===== config.mk =====
export PLATFORM = sky130hd
export DESIGN_NAME = camera_pixel_capture
export DESIGN_NICKNAME = d
export VERILOG_FILES = /design/src/rtl/camera_pixel_capture.sv
export SDC_FILE = /design/constraint.sdc
export NUM_CORES = 1
export LEC_CHECK = 0
export BUFFER_PORTS_ARGS = -buffer_cell sky130_fd_sc_hd__buf_4
export CORE_ASPECT_RATIO = 1.25
export CORE_MARGIN = 8
export CORE_UTILIZATION = 30
export CTS_CLUSTER_SIZE = 14
export DETAILED_ROUTE_END_ITERATION = 8
export GPL_TIMING_DRIVEN = 0
export MAX_ROUTING_LAYER = met4
export PLACE_DENSITY_LB_ADDON = 0.3
export SLEW_MARGIN = 20
export SYNTH_ARGS = -nofsm -noshare
export SYNTH_HDL_FRONTEND = slang
export SYNTH_SLANG_ARGS = --single-unit

===== constraint.sdc =====
create_clock -name CLK -period 2.2 [get_ports CLK]
set_clock_uncertainty 0.2 [all_clocks]
set_input_delay 0.22 -clock CLK [delete_from_list [all_inputs] [get_ports CLK]]
set_output_delay 0.22 -clock CLK [all_outputs]
set_load 0.02 [all_outputs]

===== src/rtl/camera_pixel_capture.sv =====
// camera_pixel_capture
// Upstream stage of the treasure image processor. Samples the OV7670 parallel
// bus (RGB565, two bytes per pixel) in the CLK domain, packs each pixel into
// RGB323 ({R[2:0], G[1:0], B[2:0]}) and writes it to the frame buffer at the
// linear address Y*SCREEN_WIDTH + X. Also reports frame/line status.
//
// Ports:
//   CLK           system clock, at least 4x the camera PCLK frequency
//   RESET_N       asynchronous active-low reset
//   CAM_PCLK      camera pixel clock (asynchronous to CLK)
//   CAM_HREF      camera line-valid
//   CAM_VSYNC     camera frame sync, high between frames
//   CAM_DATA      camera data byte
//   W_EN          frame-buffer write strobe, one CLK cycle per stored pixel
//   WRITE_ADDRESS frame-buffer linear address
//   PIXEL_OUT     RGB323 pixel
//   FRAME_DONE    one-cycle pulse at the end of each captured frame
//   LINE_COUNT    lines completed in the current frame (saturates at SCREEN_HEIGHT)
module camera_pixel_capture #(
    parameter int SCREEN_WIDTH  = 176,
    parameter int SCREEN_HEIGHT = 144,
    parameter int ADDR_W        = 15
) (
    input  logic              CLK,
    input  logic              RESET_N,
    input  logic              CAM_PCLK,
    input  logic              CAM_HREF,
    input  logic              CAM_VSYNC,
    input  logic [7:0]        CAM_DATA,
    output logic              W_EN,
    output logic [ADDR_W-1:0] WRITE_ADDRESS,
    output logic [7:0]        PIXEL_OUT,
    output logic              FRAME_DONE,
    output logic [7:0]        LINE_COUNT
);

    localparam int X_W = $clog2(SCREEN_WIDTH + 1);
    localparam logic [X_W-1:0]    X_MAX     = X_W'(SCREEN_WIDTH);
    localparam logic [7:0]        Y_MAX     = 8'(SCREEN_HEIGHT);
    localparam logic [ADDR_W-1:0] LINE_STEP = ADDR_W'(SCREEN_WIDTH);

    typedef enum logic [1:0] {
        ST_IDLE        = 2'd0,
        ST_WAIT_VS_LOW = 2'd1,
        ST_CAPTURE     = 2'd2
    } state_t;

    // RGB565 byte pair -> RGB323: top 3 bits of R, top 2 of G, top 3 of B.
    function automatic logic [7:0] pack_rgb323(input logic [7:0] hi, input logic [7:0] lo);
        return {hi[7:5], hi[2:1], lo[4:2]};
    endfunction

    state_t            state_r;
    state_t            state_next_s;
    logic [2:0]        pclk_sync_r;
    logic [2:0]        href_sync_r;
    logic [2:0]        vsync_sync_r;
    logic [7:0]        data_d1_r;
    logic [7:0]        data_d2_r;
    logic [7:0]        hi_byte_r;
    logic              phase_r;
    logic [X_W-1:0]    x_r;
    logic [7:0]        y_r;
    logic [ADDR_W-1:0] line_base_r;

    logic pclk_rise_s;
    logic href_s;
    logic href_fall_s;
    logic vsync_s;
    logic vs_rise_s;
    logic vs_fall_s;
    logic capture_s;
    logic clear_s;
    logic byte_take_s;
    logic line_end_s;
    logic frame_end_s;

    // Two-flop synchronizers plus a third stage for edge detection; data rides
    // the same two-stage delay so it lines up with the synchronized PCLK edge.
    always_ff @(posedge CLK or negedge RESET_N) begin
        if (!RESET_N) begin
            pclk_sync_r  <= 3'b000;
            href_sync_r  <= 3'b000;
            vsync_sync_r <= 3'b000;
            data_d1_r    <= 8'h00;
            data_d2_r    <= 8'h00;
        end else begin
            pclk_sync_r  <= {pclk_sync_r[1:0], CAM_PCLK};
            href_sync_r  <= {href_sync_r[1:0], CAM_HREF};
            vsync_sync_r <= {vsync_sync_r[1:0], CAM_VSYNC};
            data_d1_r    <= CAM_DATA;
            data_d2_r    <= data_d1_r;
        end
    end

    assign pclk_rise_s = pclk_sync_r[1] & ~pclk_sync_r[2];
    assign href_s      = href_sync_r[1];
    assign href_fall_s = href_sync_r[2] & ~href_sync_r[1];
    assign vsync_s     = vsync_sync_r[1];
    assign vs_rise_s   = vsync_sync_r[1] & ~vsync_sync_r[2];
    assign vs_fall_s   = vsync_sync_r[2] & ~vsync_sync_r[1];

    // FSM state register.
    always_ff @(posedge CLK or negedge RESET_N) begin
        if (!RESET_N) begin
            state_r <= ST_IDLE;
        end else begin
            state_r <= state_next_s;
        end
    end

    // FSM next-state logic; capture starts only after a full VSYNC high->low.
    always_comb begin
        state_next_s = state_r;
        case (state_r)
            ST_IDLE: begin
                if (vsync_s) state_next_s = ST_WAIT_VS_LOW;
                else         state_next_s = ST_IDLE;
            end
            ST_WAIT_VS_LOW: begin
                if (vs_fall_s) state_next_s = ST_CAPTURE;
                else           state_next_s = ST_WAIT_VS_LOW;
            end
            ST_CAPTURE: begin
                if (vs_rise_s) state_next_s = ST_WAIT_VS_LOW;
                else           state_next_s = ST_CAPTURE;
            end
            default: state_next_s = ST_IDLE;
        endcase
    end

    // FSM output decode: outside CAPTURE the frame position is held cleared.
    always_comb begin
        capture_s = 1'b0;
        clear_s   = 1'b1;
        case (state_r)
            ST_CAPTURE: begin
                capture_s = 1'b1;
                clear_s   = 1'b0;
            end
            ST_IDLE, ST_WAIT_VS_LOW: begin
                capture_s = 1'b0;
                clear_s   = 1'b1;
            end
            default: begin
                capture_s = 1'b0;
                clear_s   = 1'b1;
            end
        endcase
    end

    // byte_take and line_end are exclusive: one needs HREF high, the other low.
    assign byte_take_s = capture_s & pclk_rise_s & href_s;
    assign line_end_s  = capture_s & href_fall_s;
    assign frame_end_s = capture_s & vs_rise_s;

    // Byte assembly, frame position tracking and registered write outputs.
    always_ff @(posedge CLK or negedge RESET_N) begin
        if (!RESET_N) begin
            W_EN          <= 1'b0;
            WRITE_ADDRESS <= '0;
            PIXEL_OUT     <= 8'h00;
            FRAME_DONE    <= 1'b0;
            LINE_COUNT    <= 8'h00;
            hi_byte_r     <= 8'h00;
            phase_r       <= 1'b0;
            x_r           <= '0;
            y_r           <= 8'h00;
            line_base_r   <= '0;
        end else begin
            W_EN       <= 1'b0;
            FRAME_DONE <= frame_end_s;
            if (clear_s) begin
                phase_r     <= 1'b0;
                x_r         <= '0;
                y_r         <= 8'h00;
                line_base_r <= '0;
                LINE_COUNT  <= 8'h00;
            end else if (byte_take_s) begin
                phase_r <= ~phase_r;
                if (!phase_r) begin
                    hi_byte_r <= data_d2_r;
                end else if (x_r < X_MAX) begin
                    // X parks at SCREEN_WIDTH so overlong lines never wrap.
                    x_r <= x_r + X_W'(1);
                    if (y_r < Y_MAX) begin
                        W_EN          <= 1'b1;
                        WRITE_ADDRESS <= line_base_r + ADDR_W'(x_r);
                        PIXEL_OUT     <= pack_rgb323(hi_byte_r, data_d2_r);
                    end
                end
            end else if (line_end_s) begin
                // A trailing odd byte is dropped by clearing the phase.
                phase_r <= 1'b0;
                if (x_r != '0) begin
                    x_r <= '0;
                    if (y_r < Y_MAX) begin
                        y_r         <= y_r + 8'd1;
                        line_base_r <= line_base_r + LINE_STEP;
                    end
                    if (LINE_COUNT < Y_MAX) begin
                        LINE_COUNT <= LINE_COUNT + 8'd1;
                    end
                end
            end
        end
    end

endmodule

==> results of run 1 <==
==> path summary, 6_finish.rpt <==
path / cells after the start / to / slack (ns) / from
min: 0 / href_sync_r[1] / 0.15 / href_sync_r[0]
max in group asynchronous: 3 / WRITE_ADDRESS[8] / 0.93 / RESET_N
max: 5 / PIXEL_OUT[6] / 0.1 / x_r[5]
min reg2reg: 0 / href_sync_r[1] / 0.15 / href_sync_r[0]
max reg2reg: 5 / PIXEL_OUT[6] / 0.1 / x_r[5]
min in group asynchronous: 2 / data_d1_r[1] / 0.24 / RESET_N
==> power breakdown <==
| part | internal (mW) | switching (mW) |
|---|---|---|
| logic | 0.121 | 0.164 |
| clock network | 0.894 | 0.583 |
| registers | 1.74 | 0.0400 |
| total | 2.75 | 0.787 |
==> cell usage after synthesis, types with 8 or more instances <==
| cell | number |
|---|---|
| dfrtp_1 | 91 |
| nand2_1 | 38 |
| nor2_1 | 29 |
| o21ai_0 | 27 |
| nand3_1 | 19 |
| xnor2_1 | 19 |
| mux2_2 | 12 |
| a21oi_1 | 10 |
| ha_1 | 9 |
| inv_1 | 8 |
| nor3_1 | 8 |
| xor2_1 | 8 |
==> state kept, by name (all words and copies together), names as in the netlist, 2 cells and up <==
signal / flops
WRITE_ADDRESS: 15
line_base_r: 11
LINE_COUNT: 8
PIXEL_OUT: 8
x_r: 8
y_r: 8
data_d1_r: 7
data_d2_r: 7
hi_byte_r: 5
href_sync_r: 3
pclk_sync_r: 3
vsync_sync_r: 3
state_r: 2
==> worst register-to-register path: stages (launching register included) <==
cell	delay (ns)
dfrtp_1	0.48
a21o_1	0.25
a2111oi_4	0.38
nand2_4	0.20
buf_6	0.20
mux2_4	0.29
==> per-layer routing <==
metal	part of all wire	wire length, um	vias to the layer above	global-route usage
li1	-	-	1360	-
met5	0	0	-	-
met1	0.48	3800	1338	0.128
met3	0.033	259	10	0.0195
met2	0.47	3760	49	0.159
met4	0.018	147	0	0.0554
==> cells in the final DEF (no fill, tap or decap), types with 3 or more instances in the layout <==
cell and n:
a21o_1 3, a21oi_1 10, buf_4 51, buf_6 3, clkbuf_1 5, clkbuf_16 9, dfrtp_1 90, dlygate4sd3_1 11
ha_1 9, inv_1 8, mux2_2 12, mux2_4 3, nand2_1 38, nand3_1 19, nand4_1 3, nor2_1 28
nor2b_1 5, nor3_1 8, nor4_1 4, o21ai_0 27, o31ai_1 6, or4_1 3, xnor2_1 19, xor2_1 8
==> area by class of cell <==
type,instances,area (sq um)
fillers,1298,8050
clock inverters,3,40.0
multi-input cells,239,1610
plain buffers,12,76.3
flip-flops and latches,91,2280
clock buffers,11,243
well taps,171,214
repair buffers,62,513
inverters,8,30.0
==> cells by family after synthesis <==
logic type      after synthesis  synth area share
simple gates                131             0.168
flops                        91             0.576
compound gates               57            0.0969
xor+xnor                     27            0.0598
buf+inv                      20            0.0247
mux                          15            0.0456
fa+ha+maj                     9            0.0285
==> stage by stage <==
step	setup WS, ns	cell area [sq um]	instances	utilization	TNS, ns
after floorplan	0.186	3950	350	-	0
after global routing	-0.00617	5010	597	0.384	-0.0102
final	0.0984	5010	597	0.384	0
after global placement	-0.0925	4500	565	0.344	-1.00
after CTS	0.0585	4960	596	0.380	0
after detailed placement	-0.0999	4520	566	0.347	-1.11
==> repair_timing <==
| action | in CTS | in global routing |
|---|---|---|
| setup endpoints to repair | 18 | 36 |
| cloned | 0 | 0 |
| setup buffers | 5 | 1 |
| pin swaps | 2 | 1 |
| resized for setup | 1 | 14 |
| hold buffers | 11 | 0 |
| endpoints found under the hold margin | 56 | 0 |
==> qor.csv, run 1 <==
metric,value,unit
initial antenna violation count,0,
Die W,119,um
Clock Path Buffers,2,
dpl hpwl,5610,um
CP max stage delay,0.48,ns
H-tree levels,3,
WHS,0.148,ns
clk_lat worst skew,0.33,ns
ANT nets after route,0,
Synth async-reset ratio,1.00,
first-pass GRT wire length,13900,um
CP Max Fanout,10,
Top Family by Delay on Critical Path,compound AO/OA/AOI/OAI gates,
CP startpoint kind,flop,
Cells after Synth,350,
Post-synth top flop,dfrtp_1,
vias per cell,4.62,
Max VDD drop,0.000360,V
Slew @ Worst Pin,0.608,ns
register bit count reported by yosys,91,
final worst-path cycle share,0.955,
TritonCTS Buffers,9,
# DRC,0,
Syn-to-layout area delta,26.7,%
PwrDens,707,nW/um^2
CTS root buf,clkbuf_16,
crit-path cells,a21o_1 -> a2111oi_4 -> nand2_4 -> buf_6 -> mux2_4,
"Req. time, crit path",2.22,ns
YS warnings,0,
Rel. slew slack,0.594,
endpoint type of the worst setup path,flop,
RSZ-0062 raised after global routing,yes,
die height,144,um
post-DR wirelength/cell,13.3,um
all-layer global routing usage,0.104,
ant diodes,0,
"Seq/Total Area, Yosys",0.576,
row count,47,
max frequency,0.476,GHz
Max Cap Viol,0,
Core Area,13100,sq um
Syn Nets,372,
via count,2757,
Clock Sinks,91,
CTS tree,built,
post-layout min period,2.10,ns
global route overflow,0,
DRT Pass-1 Iters,4,
DIE AREA,17100,sq um
largest net degree at the start of global routing,48,
post-synth cell types,46,
first-iteration detailed-routing DRC count,149,
GPL Wtd Cong,0.813,
post-synth top area share,0.576,
fraction of layout cells with a size suffix above 1,0.242,
I/O pin cnt,46,
Hold Path Class,reg -> reg,
post-synth top area cell,dfrtp_1,
final-report hold violation count,0,
max-slew violations,0,
Post-synth EDFFs,0,
port bufs,44,
CP max-delay cell,dfrtp_1,
Syn Area/Cell,11.3,sq um
Final setup viols,0,
Final Power,3.54,mW
final WL,7960,um
vias in the first global route,2849,
"Net count, final",445,
main area contributors after synthesis,"dfrtp_1, xnor2_1, nand2_1, o21ai_0, mux2_2",
Leak,2.26,nW
Initial Utilization,0.303,
crit path DAT,2.12,ns
clk slew on worst S/H paths,0.06,ns
mapped cell area,3950,sq um
Crit Path Class,reg -> reg,
Bufs and invs on worst path,1,
outcome,"complete, no violations",
Note: power is estimated with default switching activity, not from simulation.
==> run 2: changes to the inputs <==
--- a/config.mk
+++ b/config.mk
@@ -13,7 +13,7 @@
 export DETAILED_ROUTE_END_ITERATION = 8
 export GPL_TIMING_DRIVEN = 0
 export MAX_ROUTING_LAYER = met4
-export PLACE_DENSITY_LB_ADDON = 0.3
+export PLACE_DENSITY_LB_ADDON = 0.05
 export SLEW_MARGIN = 20
 export SYNTH_ARGS = -nofsm -noshare
 export SYNTH_HDL_FRONTEND = slang
==> qor.csv, run 2 (synthesis results as in run 1) <==
metric,value,unit
cell total after placement,565,
"Req. time, crit path",2.26,ns
CTS tree,built,
PwrDens,757,nW/um^2
Psw,0.940,mW
vias per cell,4.59,
post-layout min period,2.12,ns
Syn-to-layout area delta,27.7,%
Clock Sinks,91,
crit path DAT,2.18,ns
Reg power frac,0.465,
CP startpoint kind,flop,
ANT nets after route,0,
"Net count, final",443,
"Core Util, Final",0.387,
# DRC,0,
max frequency,0.472,GHz
CTS root buf,clkbuf_16,
initial antenna violation count,0,
Setup WS post-layout,0.0810,ns
fill count,1328,
DIE AREA,17100,sq um
WHS,0.150,ns
most frequent cells in the layout,"dfrtp_1, buf_4, nand2_1",
via count,2738,
outcome,"complete, no violations",
endpoint type of the worst setup path,flop,
fin cells,597,
first-iteration detailed-routing DRC count,95,
Rel. slew slack,0.424,
Max VDD drop,0.000335,V
"commonest non-fill, non-tap cell in the layout",dfrtp_1,
top flop regs,"WRITE_ADDRESS: 15 flops, line_base_r: 11 flops",
ant diodes,0,
Die W,119,um
CP Max Fanout,4,
H-tree levels,3,
vias in the first global route,2856,
GPL Wtd Cong,0.762,
max reg flops,15,
row count,47,
first-pass GRT wire length,14400,um
Hold Path Class,reg -> reg,
post-DR wirelength/cell,14.3,um
Crit Path Class,reg -> reg,
all-layer global routing usage,0.109,
max-slew violations,0,
clk_lat worst skew,0.34,ns
CP max stage delay,0.51,ns
fraction of layout cells with a size suffix above 1,0.249,
clk slew on worst S/H paths,0.07,ns
largest net degree at the start of global routing,92,
CP max-delay cell,or4_1,
global route overflow,0,
clock share of power,0.461,
Clock Path Buffers,2,
Final setup viols,0,
Leak,2.27,nW
Core Area,13100,sq um
final-report hold violation count,0,
crit-path cells,o31ai_4 -> a21o_2 -> nand3_1 -> or4_1 -> a21oi_1,
Initial Utilization,0.303,
combinational power share,0.074,
Int Pwr,2.88,mW
Max Cap Viol,0,
Largest Register,WRITE_ADDRESS,
final worst-path cycle share,0.963,
I/O pin cnt,46,
die height,144,um
TritonCTS Buffers,9,
Slew @ Worst Pin,0.864,ns
worst setup slack after placement,-0.141,ns
setup TNS,0,ns
dpl hpwl,5710,um
switching share of power,0.246,
final WL,8560,um
port bufs,44,
DRT Pass-1 Iters,4,
[run 2: cell count changes in the layout (fill, tap and decap cells not counted), sizes merged]
cell and delta:
inv +5, buf -2, clkbuf -2, clkinv -2, bufinv +1
[run 2: critical path: cells and delay by family, from the launching register on]
kind             cells  cell delay (ns)
AO/OA/AOI/OAI        3             0.79
AND/OR/NAND/NOR      2             0.62
flip-flops           1             0.43
[run 2: routing by layer]
metal  wire [um]  share of wire  up-vias  track usage
met4         140          0.016        0       0.0574
li1            -              -     1360            -
met3         217          0.025       11       0.0207
met1        4010           0.47     1326        0.124
met5           0              0        -            -
met2        4190           0.49       41        0.181
[run 2: final timing paths]
check / startpoint / to / slack (ns) / cells past startpoint
min in group asynchronous: RESET_N / WRITE_ADDRESS[0] / 0.29 / 2
hold reg to reg: data_d1_r[2] / data_d2_r[2] / 0.15 / 0
setup / recovery: y_r[4] / line_base_r[13] / 0.08 / 5
max in group asynchronous: RESET_N / line_base_r[11] / 0.87 / 2
setup reg to reg: y_r[4] / line_base_r[13] / 0.08 / 5
hold / removal: data_d1_r[2] / data_d2_r[2] / 0.15 / 0
[run 2: layout make-up]
class	count	area, sq um	share of cell area
flip-flops and latches	91	2280	0.451
multi-input cells	239	1630	0.324
repair buffers	61	489	0.0969
clock buffers	9	225	0.0446
well taps	171	214	0.0424
clock inverters	7	114	0.0226
plain buffers	11	65.1	0.0129
inverters	8	30.0	0.00595
[run 2: through the flow]
| step | instance area [sq um] | total power, mW |
|---|---|---|
| floorplan | 3950 | 1.96 |
| global placement | 4500 | 2.07 |
| detailed placement | 4500 | 2.07 |
| CTS | 4990 | 3.90 |
| global route | 5050 | 3.99 |
| finish | 5050 | 3.82 |
[run 2: power groups by stage]
stage               registers (mW)  clock network, mW  logic, mW
floorplan                     1.80                  0      0.154
global placement              1.81                  0      0.259
detailed placement            1.81                  0      0.263
CTS                           1.78               1.83      0.284
global route                  1.79               1.88      0.319
finish                        1.78               1.76      0.282
[run 2: what timing repair did]
action | 4_1_cts | 5_1_grt
gates resized for setup | 3 | 12
hold endpoints to repair | 101 | 0
pin swaps | 2 | 1
hold buffers | 11 | 0
endpoints found under the setup margin | 27 | 31
buffers inserted | 4 | 2
==> run 3: changes to the inputs <==
==> constraint.sdc (replaced) <==
create_clock -name CLK -period 2.7 [get_ports CLK]
set_clock_uncertainty 0.2 [all_clocks]
set_input_delay 0.27 -clock CLK [delete_from_list [all_inputs] [get_ports CLK]]
set_output_delay 0.27 -clock CLK [all_outputs]
set_load 0.02 [all_outputs]
==> qor.csv, run 3 (synthesis results as in run 1) <==
metric,value,unit
ant diodes,0,
endpoint type of the worst setup path,flop,
Hold Startpoint,data_d1_r[2],
final-report hold violation count,0,
RSZ-0062 raised after global routing,no,
Slew @ Worst Pin,0.865,ns
first-pass GRT wire length,14300,um
DIE AREA,17100,sq um
crit path DAT,2.35,ns
"Req. time, crit path",2.73,ns
Initial Utilization,0.303,
ANT nets after route,0,
top flop regs,"WRITE_ADDRESS: 15 flops, line_base_r: 11 flops",
CTS root buf,clkbuf_16,
post-layout min period,2.32,ns
Hold Path Class,reg -> reg,
clk_lat worst skew,0.34,ns
clk slew on worst S/H paths,0.07,ns
Max Cap Viol,0,
Crit Path Class,reg -> reg,
PwrDens,627,nW/um^2
CTS tree,built,
worst setup slack after placement,0.359,ns
combinational power share,0.071,
reg2reg setup slack,0.38,ns
setup TNS,0,ns
TritonCTS Buffers,9,
Syn-to-layout area delta,25.2,%
largest net degree at the start of global routing,92,
Final Power,3.10,mW
port bufs,44,
CP startpoint kind,flop,
"Net count, final",438,
Leak,2.23,nW
Clock Path Buffers,2,
Core Area,13100,sq um
Reg power frac,0.467,
vias per cell,4.59,
WHS Path Cells,0,
Psw,0.757,mW
H-tree levels,3,
Setup WS post-layout,0.378,ns
fraction of layout cells with a size suffix above 1,0.214,
GPL Wtd Cong,0.762,
"commonest non-fill, non-tap cell in the layout",dfrtp_1,
vias in the first global route,2812,
Final setup viols,0,
initial antenna violation count,0,
# DRC,0,
final WL,8530,um
Worst Hold Path EP,data_d2_r[2],
first-iteration detailed-routing DRC count,81,
DRT Pass-1 Iters,4,
Rel. slew slack,0.424,
post-CTS setup buffers,0,
Int Pwr,2.34,mW
row count,47,
worst r2r src,x_r[4],
outcome,"complete, no violations",
max reg flops,15,
Largest Register,WRITE_ADDRESS,
dpl hpwl,5710,um
I/O pin cnt,46,
clock share of power,0.462,
all-layer global routing usage,0.109,
CP Max Fanout,10,
max frequency,0.431,GHz
final worst-path cycle share,0.860,
most frequent cells in the layout,"dfrtp_1, buf_4, nand2_1",
post-DR wirelength/cell,14.4,um
Clock Sinks,91,
max-slew violations,0,
switching share of power,0.244,
Max VDD drop,0.000272,V
global route overflow,0,
via count,2719,
cells on worst reg2reg path,5,
die height,144,um
Die W,119,um
Worst R2R End,WRITE_ADDRESS[4],
-- run 3: cell count changes in the layout (fill, tap and decap cells not counted), sizes merged --
cell,delta
buf,-5
-- run 3: area by class of cell --
cell class                      instances  area [sq um]
Buffer                                 12          67.6
Tap cell                              171           214
Timing Repair Buffer                   55           444
Multi-Input combinational cell        239          1580
Inverter                                8          30.0
Fill cell                            1325          8110
Sequential cell                        91          2280
Clock buffer                            9           225
Clock inverter                          7           114
-- run 3: stage by stage --
stage	cells	hold WS, ns	util	area [sq um]
6_report	592	0.150	0.379	4950
3_3_place_gp	565	0.132	0.344	4500
4_1_cts	592	0.154	0.379	4950
3_5_place_dp	565	0.136	0.345	4500
2_1_floorplan	350	-0.226	-	3950
5_1_grt	592	0.158	0.379	4950
-- run 3: how the worst max path moves through the flow --
stage	start	to	slack (ns)
3_5_place_dp	x_r[4]	WRITE_ADDRESS[2]	0.36
6_report	x_r[4]	WRITE_ADDRESS[4]	0.38
5_1_grt	x_r[4]	WRITE_ADDRESS[3]	0.23
2_1_floorplan	x_r[4]	PIXEL_OUT[6]	0.69
3_3_place_gp	x_r[4]	PIXEL_OUT[6]	0.34
4_1_cts	x_r[4]	WRITE_ADDRESS[4]	0.35
-- run 3: power by group through the flow --
stage	logic (mW)	clock network, mW	registers [mW]
2_1_floorplan	0.126	0	1.47
3_3_place_gp	0.211	0	1.47
3_5_place_dp	0.215	0	1.48
4_1_cts	0.229	1.49	1.45
5_1_grt	0.251	1.53	1.46
6_report	0.221	1.43	1.45
-- run 3: metal layers --
metal	part of all wire	global-route usage	vias up	wire, um
met5	0	-	-	0
met4	0.019	0.0560	0	165
met3	0.029	0.0207	11	245
met2	0.49	0.181	40	4210
met1	0.46	0.125	1313	3910
li1	-	-	1355	-
-- run 3: timing repair --
item	4_1_cts	5_1_grt
endpoints found under the setup margin	0	0
hold buffers	11	0
resized for setup	0	0
endpoints found under the hold margin	101	0
-- run 3: critical path: stages, from the launching register on --
cell and delay, ns:
dfrtp_1 0.47, a21o_1 0.26, a2111oi_4 0.56, nand2_4 0.22
buf_6 0.20, mux2_4 0.29
